[config.mk]
export PLATFORM = sky130hd
export DESIGN_NAME = conv_mac_window
export DESIGN_NICKNAME = d
export VERILOG_FILES = /design/src/rtl/conv_mac_window.sv
export SDC_FILE = /design/constraint.sdc
export NUM_CORES = 1
export LEC_CHECK = 0
export ABC_CLOCK_PERIOD_IN_PS = 19900
export CELL_PAD_IN_SITES_DETAIL_PLACEMENT = 2
export CELL_PAD_IN_SITES_GLOBAL_PLACEMENT = 2
export CORE_UTILIZATION = 44
export CTS_CLUSTER_SIZE = 14
export DETAILED_ROUTE_END_ITERATION = 8
export GPL_TIMING_DRIVEN = 0
export PLACE_DENSITY = 0.86
export SYNTH_ARGS = -nofsm -noshare
export SYNTH_HDL_FRONTEND = slang
export SYNTH_SLANG_ARGS = --single-unit
[constraint.sdc]
create_clock -name clk -period 19.9 [get_ports clk]
set_input_delay 2.985 -clock clk [delete_from_list [all_inputs] [get_ports clk]]
set_output_delay 2.985 -clock clk [all_outputs]
set_load 0.02 [all_outputs]
[src/rtl/conv_mac_window.sv]
// Sequential multiply-accumulate for one convolution output: TAPS Q5.11 pixel/weight beats
// are multiplied at full precision, summed in a wide accumulator and saturated to one Q5.11 word.
module conv_mac_window #(
    parameter int unsigned DATA_W = 16,
    parameter int unsigned FRAC_W = 11,
    parameter int unsigned TAPS   = 9
) (
    input  logic              clk,
    input  logic              rst,
    input  logic              in_valid,
    output logic              in_ready,
    input  logic [DATA_W-1:0] in_pixel,
    input  logic [DATA_W-1:0] in_weight,
    output logic              out_valid,
    input  logic              out_ready,
    output logic [DATA_W-1:0] out_data,
    output logic              out_sat
);

    localparam int unsigned PROD_W = 2 * DATA_W;
    localparam int unsigned CNT_W  = $clog2(TAPS) + 1;
    localparam int unsigned ACC_W  = PROD_W + $clog2(TAPS);
    // Lowest accumulator bit that must equal the sign for the sum to fit the result word.
    localparam int unsigned HI_LSB = DATA_W + FRAC_W - 1;

    typedef enum logic [1:0] {StAccum, StFlush, StHold} state_e;

    state_e                    state_q, state_d;
    logic        [CNT_W-1:0]   tap_cnt_q, tap_cnt_d;
    logic        [1:0]         flush_cnt_q, flush_cnt_d;
    logic signed [PROD_W-1:0]  prod_r_q, prod_r_d;
    logic                      prod_v_q, prod_v_d;
    logic signed [ACC_W-1:0]   acc_q, acc_d;
    logic                      out_valid_q, out_valid_d;
    logic        [DATA_W-1:0]  out_data_q, out_data_d;
    logic                      out_sat_q, out_sat_d;

    logic                      accept;
    logic                      in_range;
    logic        [DATA_W-1:0]  sat_data;

    always_comb begin
        in_range = (&acc_q[ACC_W-1:HI_LSB]) || (~|acc_q[ACC_W-1:HI_LSB]);
        if (in_range) begin
            sat_data = acc_q[HI_LSB:FRAC_W];
        end else if (acc_q[ACC_W-1]) begin
            sat_data = {1'b1, {(DATA_W-1){1'b0}}};
        end else begin
            sat_data = {1'b0, {(DATA_W-1){1'b1}}};
        end
    end

    always_comb begin
        state_d     = state_q;
        tap_cnt_d   = tap_cnt_q;
        flush_cnt_d = flush_cnt_q;
        out_valid_d = out_valid_q;
        out_data_d  = out_data_q;
        out_sat_d   = out_sat_q;
        in_ready    = 1'b0;

        if (state_q == StAccum) begin
            in_ready = !rst;
        end
        accept = in_ready && in_valid;

        prod_v_d = accept;
        prod_r_d = accept ? $signed(in_pixel) * $signed(in_weight) : prod_r_q;
        acc_d    = acc_q;
        if (prod_v_q) begin
            acc_d = acc_q + {{(ACC_W-PROD_W){prod_r_q[PROD_W-1]}}, prod_r_q};
        end

        unique case (state_q)
            StAccum: begin
                if (accept) begin
                    if (tap_cnt_q == CNT_W'(TAPS - 1)) begin
                        tap_cnt_d = '0;
                        state_d   = StFlush;
                    end else begin
                        tap_cnt_d = tap_cnt_q + CNT_W'(1);
                    end
                end
            end
            StFlush: begin
                // Drains product and accumulate stages; result registers 3 edges after last beat.
                if (flush_cnt_q == 2'd2) begin
                    flush_cnt_d = '0;
                    out_data_d  = sat_data;
                    out_sat_d   = !in_range;
                    out_valid_d = 1'b1;
                    acc_d       = '0;
                    state_d     = StHold;
                end else begin
                    flush_cnt_d = flush_cnt_q + 2'd1;
                end
            end
            StHold: begin
                if (out_ready) begin
                    out_valid_d = 1'b0;
                    state_d     = StAccum;
                end
            end
            default: state_d = StAccum;
        endcase
    end

    always_ff @(posedge clk) begin
        if (rst) begin
            state_q     <= StAccum;
            tap_cnt_q   <= '0;
            flush_cnt_q <= '0;
            prod_r_q    <= '0;
            prod_v_q    <= 1'b0;
            acc_q       <= '0;
            out_valid_q <= 1'b0;
            out_data_q  <= '0;
            out_sat_q   <= 1'b0;
        end else begin
            state_q     <= state_d;
            tap_cnt_q   <= tap_cnt_d;
            flush_cnt_q <= flush_cnt_d;
            prod_r_q    <= prod_r_d;
            prod_v_q    <= prod_v_d;
            acc_q       <= acc_d;
            out_valid_q <= out_valid_d;
            out_data_q  <= out_data_d;
            out_sat_q   <= out_sat_d;
        end
    end

    assign out_valid = out_valid_q;
    assign out_data  = out_data_q;
    assign out_sat   = out_sat_q;

endmodule

# Word level (Yosys, flattened, before mapping)
# Index checks and enable logic that the tools add are counted.
[word_totals] output_inout_bits=19 ff_bits=96 wordCells=50
[op_classes] addsub=3 n_reduce_logical=13 n_mux=16 n_eq_ne=8 n_mul=1
[ops] op="2-to-1 mux 36 bit" n=3
[ops] op="adder 36 bit" n=1
[ops] op="multiplier 16 x 16 -> 32 bit" n=1
[ops] op="2-to-1 mux 16 bit" n=2
[ops] op="2-to-1 mux 2 bit" n=5
[ops] op="AND reduction 10 bit" n=1
[ops] op="OR reduction 10 bit" n=1
[ops] op="!= test 2 bit, second input constant" n=3
[ops] op="case mux 2 bit (3 select lines)" n=1
[ops] op="adder 5 x 1 -> 5 bit, second input constant" n=1
[ops] op="== test 5 x 4 -> 1 bit, second input constant" n=1
[ops] op="2-to-1 mux 5 bit" n=1
[ops] op="== test 2 bit, second input constant" n=2
[ops] op="AND reduction 2 bit" n=2
[ops] op="AND reduction 4 bit" n=1
[ops] op="zero test 1 bit" n=3
[ops] op="2-to-1 mux 1 bit" n=3
[ops] op="AND reduction 3 bit" n=1
[ops] op="adder 2 x 1 -> 2 bit, second input constant" n=1
[ops] op="== test 2 x 1 -> 1 bit, second input constant" n=1
[ops] op="zero test 2 bit" n=1
[ops] op="!= test 2 x 1 -> 1 bit, second input constant" n=1
[ops] op="case mux 1 bit (2 select lines)" n=1
[ops] op="nonzero test 2 bit" n=1
[ops] op="2 further kinds" n=2

# Depth between registers and ports, before layout
# Gate-level depths: netlist of the first run.
[logic_depth] word_depth=5 depth_mapped=23 ltp_nobuf=22

# Least setup slack after synthesis of the first run
# No wires, ideal clock.
[synth_timing] path_kind="in2reg" start="input in_pixel[15]" end="register prod_r_q[31]" path_slack_ns=11.206 path_stages=21 required_ns=19.769 t_arrival_ns=8.563 setup_ns=0.131 cell_sequence="clkbuf_1 -> nand2_1 -> inv_1 -> fa_1 -> fa_1 -> fa_1 -> fa_1 -> fa_1 -> inv_1 -> fa_1 -> inv_1 -> ha_1 -> a21o_1 -> a21o_1 -> nand2_1 -> o21ai_0 -> a211oi_2 -> a21oi_1 -> o41ai_1 -> xnor2_1 -> o21ai_0"
[synth_via] elab_chain_cells=1
[synth_lines] item="start, declared" line="12" source="input logic [DATA_W-1:0] in_pixel,"
[synth_lines] item="multiplier 16 x 16 -> 32 bit" line="68" source="prod_r_d = accept ? $signed(in_pixel) * $signed(in_weight) : prod_r_q;"
[synth_lines] item="end signal, assigned" line="123" source="prod_r_q <= prod_r_d;"
[synth_lines] item="end, declared" line="31" source="logic signed [PROD_W-1:0] prod_r_q, prod_r_d;"
# No other way between the ends.
# A chain may end at the register's enable or synchronous reset.

# Worst setup path after layout of the first run
# Ends and elaborated chain as after synthesis.

==> results of run 1 <==
-- placed cells by master (no fill, tap or decap), drive strengths merged, types with 4 or more instances in the layout --
| cell | synthesis | layout |
|---|---|---|
| a311oi | 15 | 15 |
| a21o | 24 | 24 |
| ha | 119 | 119 |
| nor3 | 7 | 7 |
| inv | 294 | 294 |
| xnor2 | 47 | 47 |
| nand3b | 9 | 9 |
| dfxtp | 96 | 96 |
| o21ai | 46 | 46 |
| o21bai | 9 | 9 |
| clkdlybuf4s50 | 0 | 54 |
| nor2 | 94 | 94 |
| a211oi | 11 | 11 |
| a31oi | 7 | 7 |
| mux2i | 25 | 25 |
| nor3b | 4 | 4 |
| nand4 | 10 | 10 |
| buf | 7 | 7 |
| and3 | 6 | 6 |
| xor2 | 22 | 22 |
| and2 | 126 | 126 |
| o21a | 11 | 11 |
| nand2 | 202 | 202 |
| nor4 | 4 | 4 |
| o31ai | 4 | 4 |
| nand2b | 24 | 24 |
| nand3 | 12 | 12 |
| a21oi | 90 | 90 |
| fa | 263 | 263 |
| clkbuf | 55 | 66 |
| o211ai | 6 | 6 |
-- how the worst max path moves through the flow --
stage / endpoint / slack, ps / cells past startpoint
2_1_floorplan: prod_r_q[31]$_SDFFE_PP0P_ / 11210 / 21
3_3_place_gp: prod_r_q[31]$_SDFFE_PP0P_ / 9790 / 22
3_5_place_dp: prod_r_q[31]$_SDFFE_PP0P_ / 9250 / 22
4_1_cts: prod_r_q[31]$_SDFFE_PP0P_ / 9660 / 22
5_1_grt: prod_r_q[31]$_SDFFE_PP0P_ / 9330 / 22
6_report: prod_r_q[31]$_SDFFE_PP0P_ / 9610 / 22
-- kinds of logic after synthesis --
group | after synthesis | synth area share
mux | 25 | 0.0168
buf+inv | 356 | 0.0900
fa+ha+maj | 382 | 0.452
flops | 96 | 0.129
simple gates | 511 | 0.166
xor+xnor | 69 | 0.0405
compound gates | 241 | 0.106
-- registers in the layout (all words and copies together) (netlist names) --
register / count
flush_cnt_q: 2
state_q: 2
acc_q: 36
out_sat: 1
out_data: 16
prod_v_q: 1
out_valid: 1
tap_cnt_q: 5
prod_r_q: 32
-- metal layers --
| metal | vias up | wire (um) | global-route usage | share of wire |
|---|---|---|---|---|
| met5 | - | 0 | 0 | 0 |
| met2 | 361 | 30300 | 0.646 | 0.53 |
| met4 | 0 | 3400 | 0.192 | 0.060 |
| met3 | 192 | 2020 | 0.0477 | 0.035 |
| met1 | 6644 | 21400 | 0.378 | 0.37 |
| li1 | 5399 | - | - | - |
-- layout make-up --
cell class	instances	area, um^2	share of cell area
multi-input combinational	1228	11700	0.714
sequential	96	1920	0.118
inverter	294	1100	0.0675
tap	448	561	0.0343
timing repair buffer	54	541	0.0331
buffer	62	240	0.0147
clock buffer	11	233	0.0142
clock inverter	5	81.3	0.00498
-- worst reg2reg max path: cells and delay by family (launching register included) --
kind	cells	cell delay, ps
compound gates	7	1910
xor+xnor	1	210
fa+ha+maj	1	420
flops	1	350
simple gates	1	440
-- through the flow --
stage	hold slack (ps)	area (um^2)	std cells	setup slack (ps)	util
final	475	16300	2198	9610	0.489
after global routing	487	16300	2198	9330	0.489
after CTS	482	16300	2198	9660	0.489
after detailed placement	473	16000	2182	9250	0.479
after global placement	453	16000	2182	9790	0.479
after floorplan	436	14900	1680	11210	-
==> out/results.ini, run 1 <==
[timing]
finalCritPeriodShare = 0.517
finalSetupViolations = 0
fin_tns_setup_ps = 0
max_slew_margin = 0.390
fin_crit_ps = 10290
hold_viol = 0
slew_violations = 0
grt_setup_unrepaired = false
fmax_mhz = 97.2
tightest_slew_ps = 915
clock-skew-final_ps = 11.4

[critical_path]
r2r-end = acc_q[35]$_SDFF_PP0_
crit_top_cell = fa_1
path_cells = clkdlybuf4s50_1, clkbuf_1, nand2_1, inv_1, fa_1, fa_1, fa_1, fa_1, fa_1, inv_1, fa_1, inv_1, ha_1, a21o_1, a21o_1, nand2_1, o21ai_0, a211oi_2, a21oi_1, o41ai_1, xnor2_1, o21ai_0
crit_arrival_ps = 10510
cp_slowest_stage_delay_ps = 1040
crit_path_start_kind = input pin
worst_setup_path_end_kind = flop
path_class = input pin to flop
crit_fanout = 10
cp_top_family = adder cells
reg2reg_from = prod_r_q[20]$_SDFFE_PP0P_
critPathRequiredTime_ps = 20120
critical_path.startpoint = in_pixel[15]
critPathSlowestCell = fa_1
r2r_setup_slack_ps = 16490
crit_buf_inv = 5
r2r_cells = 10

[global_routing]
grt_overflow_total = 0
grt_max_degree = 16
antenna_found_initial = 1
track_usage = 0.347
first_global_vias = 15228
grt_first_pass_wirelength_mm = 88.1

[min_path]
min_from = prod_r_q[2]$_SDFFE_PP0P_
min_path_type = flop to flop
hold_depth = 2
min_to = prod_r_q[2]$_SDFFE_PP0P_

[logic_synthesis]
synth_nets = 2098
ys_seq_area_frac = 0.129
synth_commonest_cells = inv_1, fa_1, nand2_1
synth_edf_count = 0
synth_top_area_frac = 0.353
yosysUniqueCellTypes = 61
synth_warnings = 0
ys.flop_type = dfxtp_1
netlist_top_cells_area = fa_1, dfxtp_1, ha_1, inv_1, and2_1
synthCells = 1680
yosysTopAreaCell = fa_1
synth.avg_cell_area_um2 = 8.89
synth_area_mm2 = 0.0149
synth_most_common_cell = inv_1
async_reset_ff_frac = 0
ys_ff_latch = 96

[placed_design]
io_buffers = 54
globalplace.congestion = 0.852
dpl.hpwl_mm = 47.0

[routing]
num_vias = 12596
wire_per_inst_um = 26.0
drt-pass1-iter-count = 5
totalWireLength_mm = 57.1
drc = 0
drtIter0Drc = 520
drtAntennaViolNets = 0
vias_per_cell = 5.73

[clocking]
clk_path_buf_depth = 2
htreeDepth = 3
clock-sinks = 96
post_cts_buffers = 0
clock-root-buffer = clkbuf_16
clk_latency_ps = 360
ctsHoldBuffers = 0
tritoncts = done
cts-resized-gates = 0
cts.clk_slew.worst_paths_ps = 70
numCtsBuffers = 9

[floorplanning]
design.die.area_mm2 = 0.0347
num_io_pins = 55
initial_utilization = 0.446
core.rowCount = 67
chipHeight_um = 186
die_w_um = 186
core-area_mm2 = 0.0334

[final_layout]
fill_cells = 3638
nets = 2163
drive_gt1_frac = 0.0177
antennaDiodeCount = 0
syn_to_final_growth_pct = 9.48

[flow_run]
maxCapViolCount = 0

[status]
status = complete, no violations

Power of run 1 is left out: the tool's default activity adds up to more than one toggle a clock period on the data nets, which glitch-free logic cannot reach.
==> run 2, diff against run 1 <==
==> config.mk (replaced) <==
export PLATFORM = sky130hd
export DESIGN_NAME = conv_mac_window
export DESIGN_NICKNAME = d
export VERILOG_FILES = /design/src/rtl/conv_mac_window.sv
export SDC_FILE = /design/constraint.sdc
export NUM_CORES = 1
export LEC_CHECK = 0
export ABC_CLOCK_PERIOD_IN_PS = 8400
export CELL_PAD_IN_SITES_DETAIL_PLACEMENT = 2
export CELL_PAD_IN_SITES_GLOBAL_PLACEMENT = 2
export CORE_UTILIZATION = 37
export CTS_CLUSTER_SIZE = 14
export DETAILED_ROUTE_END_ITERATION = 8
export GPL_TIMING_DRIVEN = 0
export PLACE_DENSITY = 0.77
export SYNTH_ARGS = -nofsm -noshare
export SYNTH_HDL_FRONTEND = slang
export SYNTH_SLANG_ARGS = --single-unit
==> constraint.sdc (replaced) <==
create_clock -name clk -period 8.4 [get_ports clk]
set_input_delay 1.26 -clock clk [delete_from_list [all_inputs] [get_ports clk]]
set_output_delay 1.26 -clock clk [all_outputs]
set_load 0.02 [all_outputs]
==> out/results.ini, run 2 (synthesized netlist as in run 1, its figures left out) <==
[global_routing]
grt_max_degree = 19  ; +3
grt_overflow_total = 0  ; unchanged
grt_first_pass_wirelength_mm = 74.8  ; -15%
antenna_found_initial = 3  ; +2
first_global_vias = 13889  ; -8.8%
track_usage = 0.236  ; -0.112

[clocking]
htreeDepth = 3  ; unchanged
clock-root-buffer = clkbuf_16
clk_latency_ps = 360  ; about the same
tritoncts = done
cts.clk_slew.worst_paths_ps = 70  ; about the same
post_cts_buffers = 0  ; unchanged
clk_path_buf_depth = 2  ; unchanged
ctsHoldBuffers = 0  ; unchanged
clock-sinks = 96  ; unchanged
numCtsBuffers = 9  ; unchanged

[timing]
worst_slack_ps = 329  ; -9280 ps
clock-skew-final_ps = 9.80  ; -1.64 ps
slew_violations = 0  ; unchanged
max_slew_margin = 0.415  ; +0.0249
finalCritPeriodShare = 0.961
tightest_slew_ps = 877  ; -37.3 ps
grt_setup_unrepaired = false
hold_viol = 0  ; unchanged
finalSetupViolations = 0  ; unchanged
fin_tns_setup_ps = 0  ; unchanged
fin_crit_ps = 8070
fmax_mhz = 124
fin_hold_ws_ps = 464  ; -10.7 ps

[critical_path]
path_class = input pin to flop
cp_slowest_stage_delay_ps = 820  ; -220 ps
reg2reg_from = prod_r_q[20]$_SDFFE_PP0P_
critPathRequiredTime_ps = 8630  ; -11490 ps
crit_path_start_kind = input pin
r2r-end = acc_q[35]$_SDFF_PP0_
crit_buf_inv = 5  ; unchanged
r2r_cells = 10  ; unchanged
crit_arrival_ps = 8300  ; -2210 ps
r2r_setup_slack_ps = 5210  ; -11280 ps
crit_fanout = 10  ; unchanged
cp_top_family = adder cells
worst_setup_path_end_kind = flop
path_cells = clkdlybuf4s50_1, clkbuf_1, nand2_1, inv_1, fa_1, fa_2, fa_1, fa_1, fa_1, inv_1, fa_1, inv_1, ha_1, a21o_1, a21o_1, nand2_1, o21ai_0, a211oi_2, a21oi_1, o41ai_1, xnor2_1, o21ai_0
critPathSlowestCell = fa_2
crit_top_cell = fa_1

[floorplanning]
initial_utilization = 0.376  ; -0.0706
num_io_pins = 55  ; unchanged
core.rowCount = 73  ; +9.0%
design.die.area_mm2 = 0.0412  ; +19%
die_w_um = 203  ; +9.0%
core-area_mm2 = 0.0397  ; +19%
chipHeight_um = 203  ; +9.0%

[final_layout]
nets = 2163  ; unchanged
multi_input_area_mm2 = 0.0117  ; about the same
largest_reg_flops = 36  ; unchanged
top_register = acc_q
syn_to_final_growth_pct = 10.1
fin_util = 0.414  ; -0.0750
final_common_cell = inv_1
fill_cells = 4389  ; +21%
final_cell_mix = inv_1, fa_1, nand2_1
drive_gt1_frac = 0.0229  ; +0.00514
seq_area_mm2 = 0.00192  ; unchanged

[placed_design]
globalplace.congestion = 0.849  ; -0.40%
dpl.hpwl_mm = 38.6  ; -18%
place_ws_ps = -340  ; -9590 ps
io_buffers = 54  ; unchanged

[routing]
num_vias = 11845  ; -6.0%
drt-pass1-iter-count = 4  ; -1
wire_per_inst_um = 19.9  ; -23%
drtIter0Drc = 403  ; -23%
totalWireLength_mm = 45.3  ; -21%
drtAntennaViolNets = 0  ; unchanged
vias_per_cell = 5.20  ; -9.2%
drc = 0  ; unchanged

[min_path]
min_path_type = flop to flop
min_from = prod_r_q[0]$_SDFFE_PP0P_
hold_depth = 2  ; unchanged
min_to = prod_r_q[0]$_SDFFE_PP0P_

[status]
status = complete, no violations

[flow_run]
maxCapViolCount = 0  ; unchanged

run 2: repair_timing:
| action | 4_1_cts | 5_1_grt |
|---|---|---|
| endpoints found under the setup margin | 0 | 4 |
| resized for setup | 0 | 13 |
| endpoints found under the hold margin | 0 | 0 |
run 2: per-layer routing:
metal	share of wire	wire (um)	GRT usage	vias to the layer above
met2	0.53	24100	0.444	142
met4	0.019	848	0.0521	0
met5	0	0	0	-
met1	0.42	19000	0.283	6235
met3	0.030	1370	0.0297	53
li1	-	-	-	5415
run 2: worst reg2reg max path: stages (launching register included):
cell and delay [ps]:
dfxtp_1 330, ha_1 390, a21oi_1 260, o21ai_0 280
nor4b_1 750, nor4_2 110, a21oi_1 270, o31ai_1 140
xor2_1 240, a21oi_1 100, a31o_1 200
run 2: through the flow:
stage               std cells  cell area, um^2
floorplan                1680            14900
global placement         2259            16100
detailed placement       2259            16100
CTS                      2275            16400
global route             2275            16400
finish                   2277            16400
run 2: worst max-delay path by stage:
stage	start	to	slack (ps)	depth (start not counted)
detailed placement	in_pixel[15]	prod_r_q[31]$_SDFFE_PP0P_	-340	22
finish	in_weight[2]	prod_r_q[31]$_SDFFE_PP0P_	330	22
floorplan	in_pixel[15]	prod_r_q[31]$_SDFFE_PP0P_	1430	21
global route	in_pixel[11]	prod_r_q[31]$_SDFFE_PP0P_	3	22
global placement	in_pixel[15]	prod_r_q[31]$_SDFFE_PP0P_	10	22
CTS	in_pixel[15]	prod_r_q[31]$_SDFFE_PP0P_	30	22
run 2: final cells by class:
class | count | share of cell area
Buffer | 62 | 0.0151
Sequential cell | 96 | 0.117
Clock buffer | 9 | 0.0137
Timing Repair Buffer | 54 | 0.0329
Inverter | 294 | 0.0671
Tap cell | 525 | 0.0400
Multi-Input combinational cell | 1228 | 0.710
Clock inverter | 7 | 0.00411
Antenna cell | 2 | 0.000305
Power of run 2 is left out for the same reason.
==> run 3, diff against run 2 <==
--- a/config.mk
+++ b/config.mk
@@ -9,9 +9,11 @@
 export CELL_PAD_IN_SITES_DETAIL_PLACEMENT = 2
 export CELL_PAD_IN_SITES_GLOBAL_PLACEMENT = 2
 export CORE_UTILIZATION = 37
+export CTS_CLUSTER_DIAMETER = 200
 export CTS_CLUSTER_SIZE = 14
 export DETAILED_ROUTE_END_ITERATION = 8
 export GPL_TIMING_DRIVEN = 0
+export HOLD_SLACK_MARGIN = 0.12
 export PLACE_DENSITY = 0.77
 export SYNTH_ARGS = -nofsm -noshare
 export SYNTH_HDL_FRONTEND = slang
==> results of run 3 <==
Final layout, timing and power as in run 2 (identical DEF).
Power of run 3 is left out for the same reason.
